$ cat src/rtl/sprite_fetch.sv
`default_nettype none
// ============================================================================
// Module      : sprite_fetch
// Description : Streams a fixed-size sprite from a registered ROM and
//               composites it over the background raster with a colour key.
//               Two-cycle pipeline, one pixel per clock.
// Revision    : 1.0 - initial release
// ============================================================================
module sprite_fetch #(
    parameter int          SPR_W   = 181,
    parameter int          SPR_H   = 256,
    parameter logic [23:0] KEY_RGB = 24'h000000
) (
    input  logic        Clk,
    input  logic        Reset,
    input  logic        frame_start,
    input  logic        de,
    input  logic [9:0]  DrawX,
    input  logic [9:0]  DrawY,
    input  logic [9:0]  SpriteX,
    input  logic [9:0]  SpriteY,
    input  logic        sprite_en,
    input  logic [23:0] bg_rgb,
    output logic [16:0] read_address,
    input  logic [23:0] rom_data,
    output logic [23:0] pix_rgb,
    output logic        pix_hit,
    output logic        pix_de
);

    // Largest top-left corner that still keeps the whole sprite on screen.
    localparam logic [10:0] c_MAX_X     = 11'(640 - SPR_W);
    localparam logic [10:0] c_MAX_Y     = 11'(480 - SPR_H);
    localparam logic [10:0] c_SPR_W     = 11'(SPR_W);
    localparam logic [10:0] c_SPR_H     = 11'(SPR_H);
    localparam logic [16:0] c_LAST_ADDR = 17'(SPR_W * SPR_H - 1);

    // Latched per-frame sprite placement.
    logic [10:0] r_pos_x;
    logic [10:0] r_pos_y;
    logic        r_en;

    // Texel address counter; raster order turns it into y*SPR_W+x for free.
    logic [16:0] r_addr;

    // Stage 1 (aligned with rom_data).
    logic        r_inside_d;
    logic        r_de_d;
    logic [23:0] r_bg_d;

    // Stage 2 outputs.
    logic [23:0] r_pix_rgb;
    logic        r_pix_hit;
    logic        r_pix_de;

    logic [10:0] w_clamp_x;
    logic [10:0] w_clamp_y;
    logic [10:0] w_x_end;
    logic [10:0] w_y_end;
    logic [10:0] w_draw_x;
    logic [10:0] w_draw_y;
    logic        w_inside;
    logic        w_hit;

    // Clamp requested position so the sprite never leaves the screen.
    assign w_clamp_x = ({1'b0, SpriteX} > c_MAX_X) ? c_MAX_X : {1'b0, SpriteX};
    assign w_clamp_y = ({1'b0, SpriteY} > c_MAX_Y) ? c_MAX_Y : {1'b0, SpriteY};

    // 11-bit window compare: pos+size reaches 640/480 without wrapping.
    assign w_x_end  = r_pos_x + c_SPR_W;
    assign w_y_end  = r_pos_y + c_SPR_H;
    assign w_draw_x = {1'b0, DrawX};
    assign w_draw_y = {1'b0, DrawY};
    assign w_inside = de && r_en
                      && (w_draw_x >= r_pos_x) && (w_draw_x < w_x_end)
                      && (w_draw_y >= r_pos_y) && (w_draw_y < w_y_end);

    // Opaque texel test on the ROM word that belongs to the stage-1 pixel.
    assign w_hit = r_de_d && r_inside_d && (rom_data != KEY_RGB);

    // Latch sprite placement and enable once per frame.
    always_ff @(posedge Clk or posedge Reset) begin
        if (Reset) begin
            r_pos_x <= '0;
            r_pos_y <= '0;
            r_en    <= 1'b0;
        end else if (frame_start) begin
            r_pos_x <= w_clamp_x;
            r_pos_y <= w_clamp_y;
            r_en    <= sprite_en;
        end
    end

    // Address counter: restart on frame_start, advance on inside, saturate at last texel.
    always_ff @(posedge Clk or posedge Reset) begin
        if (Reset) begin
            r_addr <= '0;
        end else if (frame_start) begin
            r_addr <= '0;
        end else if (w_inside && (r_addr != c_LAST_ADDR)) begin
            r_addr <= r_addr + 17'd1;
        end
    end

    // Stage 1: delay raster qualifiers to meet the ROM's one-cycle latency.
    always_ff @(posedge Clk or posedge Reset) begin
        if (Reset) begin
            r_inside_d <= 1'b0;
            r_de_d     <= 1'b0;
            r_bg_d     <= '0;
        end else begin
            r_inside_d <= w_inside;
            r_de_d     <= de;
            r_bg_d     <= bg_rgb;
        end
    end

    // Stage 2: composite sprite over background; blank outside the visible area.
    always_ff @(posedge Clk or posedge Reset) begin
        if (Reset) begin
            r_pix_rgb <= '0;
            r_pix_hit <= 1'b0;
            r_pix_de  <= 1'b0;
        end else begin
            r_pix_de  <= r_de_d;
            r_pix_hit <= w_hit;
            if (!r_de_d) begin
                r_pix_rgb <= '0;
            end else if (w_hit) begin
                r_pix_rgb <= rom_data;
            end else begin
                r_pix_rgb <= r_bg_d;
            end
        end
    end

    assign read_address = r_addr;
    assign pix_rgb      = r_pix_rgb;
    assign pix_hit      = r_pix_hit;
    assign pix_de       = r_pix_de;

endmodule
`default_nettype wire

$ cat config.mk
export PLATFORM = sky130hd
export DESIGN_NAME = sprite_fetch
export DESIGN_NICKNAME = d
export VERILOG_FILES = /design/src/rtl/sprite_fetch.sv
export SDC_FILE = /design/constraint.sdc
export NUM_CORES = 1
export LEC_CHECK = 0
export BUFFER_PORTS_ARGS = -buffer_cell sky130_fd_sc_hd__buf_4
export CORE_MARGIN = 2
export CORE_UTILIZATION = 30
export CTS_BUF_LIST = sky130_fd_sc_hd__clkbuf_2
export DETAILED_ROUTE_END_ITERATION = 16
export PLACE_DENSITY = 0.61
export SYNTH_ARGS = -nofsm -noshare
export SYNTH_HDL_FRONTEND = slang
export SYNTH_SLANG_ARGS = --single-unit
$ cat constraint.sdc
create_clock -name Clk -period 4.65 [get_ports Clk]
set_clock_uncertainty 0.1 [all_clocks]
set_input_delay 0.465 -clock Clk [delete_from_list [all_inputs] [get_ports Clk]]
set_output_delay 0.465 -clock Clk [all_outputs]
set_load 0.05 [all_outputs]
==> results.json, run 1 <==
{
  "core_mm2": 0.0144,
  "synth_most_common_cell": "dfrtp_1",
  "status": "finished, final reports clean",
  "cap_violations": 0,
  "initial_core_util": 0.304,
  "synth_edf_count": 0,
  "holdWs_ns": 0.216,
  "drive_above_1_share": 0.242,
  "dieArea_mm2": 0.0155,
  "fin_ws_ns": 0.885,
  "seqPwrFrac": 0.538,
  "grt_setup_unrepaired": "no",
  "path_class": "register to register",
  "grt_max_degree": 53,
  "via_per_inst": 4.80,
  "ys_ff_latch": 90,
  "dr.pass1.iters": 7,
  "numCtsBuffers": 9,
  "worstMarginPinSlew_ns": 0.935,
  "ys.flop_type": "dfrtp_1",
  "hold_start": "SpriteX[8]",
  "cts_root_buf": "clkbuf_2",
  "wl_per_cell_um": 14.1,
  "relSlewSlack": 0.374,
  "leakagePower_nw": 3.08,
  "async_reset_ff_frac": 1.00,
  "p_sw_mw": 0.494,
  "cts_resized": 0,
  "area_growth_pct": 45.8,
  "clk_pin_slew_ns": 0.25,
  "synth_area_leader_cell": "dfrtp_1",
  "hold_path_depth": 4,
  "grt_usage": 0.156,
  "period_needed_ns": 3.77,
  "io_buffer_count": 135,
  "drt_drc_violations_left": 0,
  "synth_top_area_frac": 0.515,
  "fmax_mhz": 266,
  "cts_hold_buf": 72,
  "wl_um": 11800,
  "ir_worst_vdd_mv": 0.0837,
  "drv_slew": 0,
  "r2r_setup_slack_ns": 0.88,
  "clkSinkCount": 90,
  "power.density_mw_per_mm2": 246,
  "p_int_mw": 1.07,
  "postRouteAntennaNets": 0,
  "cts_tree": "built",
  "yosysWarningCount": 0,
  "share_comb_of_total_power": 0.234,
  "crit_path_start": "r_pos_x[0]",
  "finalWeightedCongestion": 0.855,
  "syn_avg_cell_area_um2": 9.89,
  "nets": 773,
  "grt_antenna_before_repair": 0,
  "tns_ns": 0,
  "post_cts_buffers": 0,
  "pin_count": 136,
  "n_antenna_cell": 0,
  "vias": 3995,
  "synth_area_mm2": 0.00437,
  "clockPowerShare": 0.228,
  "grt_first_pass_wirelength_um": 19800,
  "period_share": 0.810,
  "path_max_fanout": 13,
  "netSwitchingFraction": 0.316,
  "fillers": 1354,
  "synth_commonest_cells": "dfrtp_1 (90), nand2_1 (69), nand3_1 (38)",
  "cts_buffer_depth": 2,
  "drtIter0Drc": 161,
  "synthesis.nets": 570,
  "reg2reg_depth": 14,
  "min_to": "r_pos_x[0]",
  "cts_max_level": 3,
  "worstSetupEndpointType": "register",
  "finalSetupViolations": 0,
  "grt_remaining_overflow": 0,
  "ys_top_cells_by_area": "dfrtp_1 (52%), ha_1 (10%), nand2_1 (5.9%)",
  "rows": 44,
  "power_mw": 1.57,
  "dpl.hpwl_um": 8310,
  "synth.distinct_cells": 51,
  "chipWidth_um": 125,
  "required_ns": 5.05,
  "die_y_um": 125,
  "synth-seq-area-share": 0.515,
  "insertion_delay_ns": 0.58,
  "arrival_ns": 4.17,
  "cp-start-kind": "register",
  "hp-class": "primary input to register",
  "r2r-end": "read_address[6]",
  "first_global_vias": 4118,
  "netlist_instances": 442,
  "finalHoldViolCount": 0,
  "place_ws_ns": 0.954,
  "r2r_start": "r_pos_x[0]"
}
[power groups by stage]
stage	Sequential, mW	Combinational (mW)	Clock (mW)
2_1_floorplan	0.898	0.142	0
3_3_place_gp	0.854	0.311	0
3_5_place_dp	0.856	0.317	0
4_1_cts	0.842	0.368	0.386
5_1_grt	0.847	0.406	0.418
6_report	0.842	0.366	0.357
[worst max-delay path: stages, from the launching register on]
cell and delay (ns):
dfrtp_1 0.50, a21oi_1 0.22, nor2_1 0.06, nor2_1 0.15
a21oi_1 0.12, o21ai_0 0.20, xnor2_1 0.15, ha_1 0.26
nor4b_1 0.15, a221o_1 0.31, nand2_1 0.07, nand4_1 0.10
or4_1 0.74, nor2_1 0.21, mux2_1 0.34
[metal layers]
layer / GRT usage / wire, µm
met1: 0.193 / 5150
met2: 0.262 / 5640
met3: 0.0507 / 768
met4: 0.0476 / 193
met5: 0 / 0
[stage by stage]
step                cells   util  cell area (µm²)
finish                833  0.443             6370
floorplan             442      -             4370
global placement      746  0.387             5560
CTS                   833  0.443             6370
global route          833  0.443             6370
detailed placement    746  0.387             5560
[placed cells by master, fill, tap and decap left out, types with 3 or more instances in the layout]
master           n
inv_1           29
a21oi_1         26
dlygate4sd3_1   72
nand2_1         69
nor3_1           3
buf_4          137
o31ai_1          5
xnor2_1          7
o22a_1           5
clkbuf_2         9
dfrtp_1         90
o211ai_1         4
nand4_1          8
nor2_1          14
nand3_1         38
mux2_1           3
or4_1            4
and3_1           3
ha_1            35
nor4_1           7
or3_1           10
nor2b_1          4
clkinvlp_4       3
o21ai_0         23
nand3b_1         3
nand2b_1         3
[cell families after synthesis]
kind of cell,after synthesis,share of synthesized area
mux,5,0.0126
xor+xnor,8,0.0160
simple gates,173,0.193
buf+inv,48,0.0435
compound gates,83,0.119
flops,90,0.515
fa+ha+maj,35,0.100
[flip-flops by register name, summed over array words and instances (netlist names)]
name          flops
pix_de            1
pix_hit           1
pix_rgb          24
r_bg_d           24
r_de_d            1
r_en              1
r_inside_d        1
r_pos_x          10
r_pos_y          10
read_address     17
[worst max path at each step]
stage	endpoint	slack (ns)
2_1_floorplan	read_address[8]	1.22
5_1_grt	read_address[13]	0.51
3_3_place_gp	read_address[6]	1.01
4_1_cts	read_address[13]	0.86
6_report	read_address[6]	0.88
3_5_place_dp	read_address[13]	0.95
[area by class of cell]
type                    instances  area [µm²]  share of cell area
clock buffers                   9        45.0             0.00707
clock inverters                 6        51.3             0.00805
inverters                      31         118              0.0185
multi-input cells             304        1930               0.302
flip-flops and latches         90        2250               0.353
well taps                     184         230              0.0361
repair buffers                209        1750               0.274
Note: power is estimated with default switching activity, not from simulation.
==> run 2: changes to the inputs <==
PLACE_DENSITY = 0.62   (was 0.61)
clock period = 3 ns   (was 4.65 ns; I/O delays follow)
==> run 2 against run 1 <==
Compared with the run above:
- the run now ends with setup timing left
- non-clock buffer count grew 42
- register-to-register slack lost 1.3 ns
- count of clock-buffer cells in the layout is the same
- via count grew 4.8%
- largest power group unchanged
- clock power grew 97%
- critical path depth grew 1
- combinational power grew 94%
- first-iteration DRC count grew 16%
- power grew 73%
- fmax grew 8.9%
- global-route usage grew 1.0 points
==> results.json, run 2 (synthesized netlist as in run 1, its figures left out) <==
{
  "nets": 816,
  "critPathMaxStageDelay_ns": 0.56,
  "fin_ws_ns": -0.458,
  "grt_antenna_before_repair": 0,
  "p_sw_mw": 0.856,
  "first_global_vias": 4408,
  "cap_violations": 0,
  "grt_max_degree": 39,
  "required_ns": 3.44,
  "cts_buffer_depth": 2,
  "numCtsBuffers": 9,
  "period_needed_ns": 3.46,
  "cts_max_level": 3,
  "wl_per_cell_um": 14.8,
  "insertion_delay_ns": 0.61,
  "period_share": 1.15,
  "seqPwrFrac": 0.478,
  "pin_count": 136,
  "place_ws_ns": -0.474,
  "cts_tree": "built",
  "share_comb_of_total_power": 0.262,
  "grt_setup_unrepaired": "yes",
  "leakagePower_nw": 3.37,
  "mostFrequentLayoutCells": "buf_4 (171), dfrtp_1 (90), dlygate4sd3_1 (75)",
  "core_mm2": 0.0144,
  "n_antenna_cell": 0,
  "cp-start-kind": "register",
  "wl_um": 13000,
  "dpl.hpwl_um": 8840,
  "netSwitchingFraction": 0.316,
  "finalWeightedCongestion": 0.795,
  "drive_above_1_share": 0.341,
  "path_max_fanout": 5,
  "hp-class": "primary input to register",
  "path_class": "register to register",
  "drtIter0Drc": 186,
  "io_buffer_count": 135,
  "violations": "setup timing",
  "vias": 4188,
  "grt_first_pass_wirelength_um": 21100,
  "worstSetupEndpointType": "register",
  "fillers": 1320,
  "clk_pin_slew_ns": 0.29,
  "relSlewSlack": 0.565,
  "clkSinkCount": 90,
  "initial_core_util": 0.304,
  "ir_worst_vdd_mv": 0.157,
  "finalHoldViolCount": 0,
  "slowest_stage": "or4_4",
  "drt_drc_violations_left": 0,
  "cp_cell_sequence": "a21oi_2, nor2_2, nor2_2, a21oi_2, o21ai_2, xnor2_1, ha_1, buf_4, a221o_1, nand2_1, nand4_1, buf_4, or4_4, nor2_4, mux2_4",
  "postRouteAntennaNets": 0,
  "via_per_inst": 4.78,
  "chipWidth_um": 125,
  "p_int_mw": 1.85,
  "die_y_um": 125,
  "dieArea_mm2": 0.0155,
  "area_growth_pct": 59.5,
  "clockPowerShare": 0.259,
  "dr.pass1.iters": 4,
  "cts_root_buf": "clkbuf_2",
  "mostFrequentLayoutCell": "buf_4",
  "grt_remaining_overflow": 0,
  "grt_usage": 0.167,
  "worstMarginPinSlew_ns": 0.652,
  "fmax_mhz": 289,
  "drv_slew": 0,
  "power.density_mw_per_mm2": 389,
  "arrival_ns": 3.90,
  "status": "complete, but fails checks",
  "rows": 44,
  "holdWs_ns": 0.0713,
  "finalSetupViolations": 18
}
run 2: layout make-up:
class	instances	area, µm²	share of cell area
Sequential cell	90	2250	0.323
Multi-Input combinational cell	305	2130	0.306
Timing Repair Buffer	251	2100	0.301
Tap cell	184	230	0.0330
Inverter	31	120	0.0172
Clock inverter	7	90.1	0.0129
Clock buffer	9	45.0	0.00647
run 2: routing by layer:
layer,share of wire,track usage
met1,0.42,0.194
met4,0.013,0.0509
met2,0.52,0.306
met3,0.047,0.0365
met5,0,0
run 2: repair_timing:
item | 4_1_cts | 5_1_grt
endpoints found under the setup margin | 18 | 18
setup buffers | 9 | 6
hold buffers | 75 | 0
pin swaps | 19 | 27
cloned | 1 | 0
resized for setup | 13 | 34
hold endpoints to repair | 113 | 0
run 2: power groups by stage:
stage	clock (mW)	combinational (mW)	sequential (mW)
3_5_place_dp	0	0.555	1.31
2_1_floorplan	0	0.224	1.39
4_1_cts	0.732	0.672	1.29
5_1_grt	0.778	0.781	1.30
6_report	0.702	0.710	1.30
3_3_place_gp	0	0.541	1.31
run 2: worst max-delay path, delay by kind of cell, from the launching register on:
| kind | cells | cell delay (ns) |
|---|---|---|
| muxes | 1 | 0.29 |
| adders and majority gates | 1 | 0.27 |
| and+or+nand+nor | 6 | 1.08 |
| buffers and inverters | 2 | 0.32 |
| DFF | 1 | 0.47 |
| AOI/OAI and AO/OA | 4 | 0.74 |
| xor gates and xnor gates | 1 | 0.13 |
run 2: path summary, 6_finish.rpt:
kind,start,endpoint,cells past startpoint,slack [ns]
setup / recovery,r_pos_x[0],read_address[8],15,-0.46
min in group asynchronous,Reset,pix_rgb[4],3,0.17
hold reg to reg,r_bg_d[4],pix_rgb[4],2,0.40
setup reg to reg,r_pos_x[0],read_address[8],15,-0.46
max in group asynchronous,Reset,r_bg_d[20],4,1.92
hold / removal,SpriteX[8],r_pos_x[2],5,0.07
run 2: stage by stage:
step	power [mW]	cell area, µm²	util	cells	TNS (ns)
3_3_place_gp	1.85	5780	0.402	771	-4.60
4_1_cts	2.70	6790	0.472	872	-6.24
2_1_floorplan	1.62	4400	-	442	-3.23
5_1_grt	2.86	6970	0.485	877	-8.57
3_5_place_dp	1.87	5780	0.402	771	-6.65
6_report	2.71	6970	0.485	877	-6.47
==> run 3: changes to the inputs <==
CTS_CLUSTER_DIAMETER = 150   (was default)
REMOVE_ABC_BUFFERS = 1   (was default)
==> run 3 against run 2 <==
Compared with the run above:
- the flow still finishes with violations (setup timing)
- first-iteration DRC count is 24% lower
- sequential share of layout area rose by 0.63 points
- combinational power shrank 3.7%
- highest routed layer unchanged
- core utilization shrank 0.92 points
- wire length fell by 2.6%
- die area unchanged
- largest power group unchanged
- critical path type unchanged
- largest cell class unchanged
- sequential power about the same
- cell area fell by 1.9%
- global-route usage fell by 0.34 points
==> results.json, run 3 (synthesized netlist as in run 1, its figures left out) <==
{
  "status": "complete, but fails checks",
  "violations": "setup timing",
  "required_ns": 3.38,
  "ir_worst_vdd_mv": 0.163,
  "relSlewSlack": 0.463,
  "grt_max_degree": 48,
  "numCtsBuffers": 9,
  "drtIter0Drc": 141,
  "fmax_mhz": 302,
  "power.density_mw_per_mm2": 390,
  "tns_ns": -3.87,
  "finalWeightedCongestion": 0.905,
  "power_mw": 2.67,
  "grt_setup_unrepaired": "yes",
  "dpl.hpwl_um": 8810,
  "initial_core_util": 0.304,
  "grt_remaining_overflow": 0,
  "core_mm2": 0.0144,
  "grt_first_pass_wirelength_um": 20500,
  "dieArea_mm2": 0.0155,
  "ff_latch_area_mm2": 0.00225,
  "postRouteAntennaNets": 0,
  "grt_antenna_before_repair": 0,
  "finalSetupViolations": 17,
  "fin_ws_ns": -0.311,
  "place_inst": 771,
  "vias": 4126,
  "period_needed_ns": 3.31,
  "cts_buffer_depth": 2,
  "first_global_vias": 4278,
  "mostFrequentLayoutCells": "buf_4 (163), dfrtp_1 (90), dlygate4sd3_1 (75)",
  "fillers": 1293,
  "hold_start": "SpriteX[8]",
  "path_class": "register to register",
  "grt_usage": 0.164,
  "place_area_mm2": 0.00576,
  "path_max_fanout": 7,
  "clkSinkCount": 90,
  "dr.pass1.iters": 4,
  "r2r_start": "r_pos_x[0]",
  "area_growth_pct": 56.4,
  "finalInstanceArea_mm2": 0.00683,
  "clk_pin_slew_ns": 0.22,
  "cts_tree": "built",
  "worstSetupEndpointType": "register",
  "drv_slew": 0,
  "io_buffer_count": 135,
  "finalHoldViolCount": 0,
  "holdWs_ns": 0.104,
  "wl_per_cell_um": 14.5,
  "place_ws_ns": -0.489,
  "insertion_delay_ns": 0.57,
  "n_antenna_cell": 0,
  "crit_path_start": "r_pos_x[0]",
  "pin_count": 136,
  "rows": 44,
  "leakagePower_nw": 3.33,
  "cp-start-kind": "register",
  "die_y_um": 125,
  "cap_violations": 0,
  "drive_above_1_share": 0.302,
  "nets": 810,
  "arrival_ns": 3.69,
  "worstMarginPinSlew_ns": 0.805,
  "drt_drc_violations_left": 0,
  "cts_max_level": 3,
  "wl_um": 12700,
  "hp-class": "primary input to register",
  "chipWidth_um": 125,
  "multi_input_area_mm2": 0.00203,
  "utilization": 0.476,
  "mostFrequentLayoutCell": "buf_4",
  "final_cells": 870,
  "via_per_inst": 4.74,
  "period_share": 1.10,
  "cts_root_buf": "clkbuf_2"
}
run 3: changes by cell type in the layout (fill, tap and decap cells not counted), sizes merged:
cell and delta:
or4 -1, inv -4, clkinv +2, buf -5, bufinv +1
run 3: cell type report:
class,instances,share of cell area
clock buffers,9,0.00659
flip-flops and latches,90,0.330
repair buffers,246,0.303
clock inverters,6,0.0132
well taps,184,0.0337
multi-input cells,304,0.296
inverters,31,0.0172
run 3: final timing paths:
path / to / slack, ns / cells after the start
max: read_address[3] / -0.31 / 15
min: r_pos_x[3] / 0.10 / 4
max reg2reg: read_address[3] / -0.31 / 15
min reg2reg: pix_rgb[22] / 0.38 / 2
max in group asynchronous: r_pos_x[9] / 1.79 / 4
min in group asynchronous: r_bg_d[0] / 0.30 / 3
run 3: worst max-delay path: stages, from the launching register on:
cell,delay [ns]
dfrtp_1,0.45
a21oi_2,0.16
nor2_1,0.08
nor2_2,0.11
a21oi_2,0.08
o21ai_1,0.16
xnor2_1,0.13
ha_1,0.27
nor4b_4,0.14
a221o_1,0.33
nand2_1,0.07
nand4_1,0.09
or4_4,0.56
buf_6,0.17
o21a_1,0.17
o21ba_1,0.16
run 3: report_power, final:
part           switching [mW]  total, mW  internal [mW]
registers              0.0221       1.29           1.27
clock network           0.413      0.688          0.275
logic                   0.338      0.684          0.345
total                   0.774       2.67           1.89
run 3: what timing repair did:
action,in CTS,in global routing
setup buffers,6,4
setup endpoints to repair,18,18
pin swaps,38,13
hold endpoints to repair,113,0
cloned,0,0
resized for setup,19,15
hold buffers,75,0
run 3: per-layer routing:
layer,global-route usage,part of all wire
met1,0.187,0.42
met2,0.290,0.50
met3,0.0533,0.065
met4,0.0489,0.019
met5,0,0
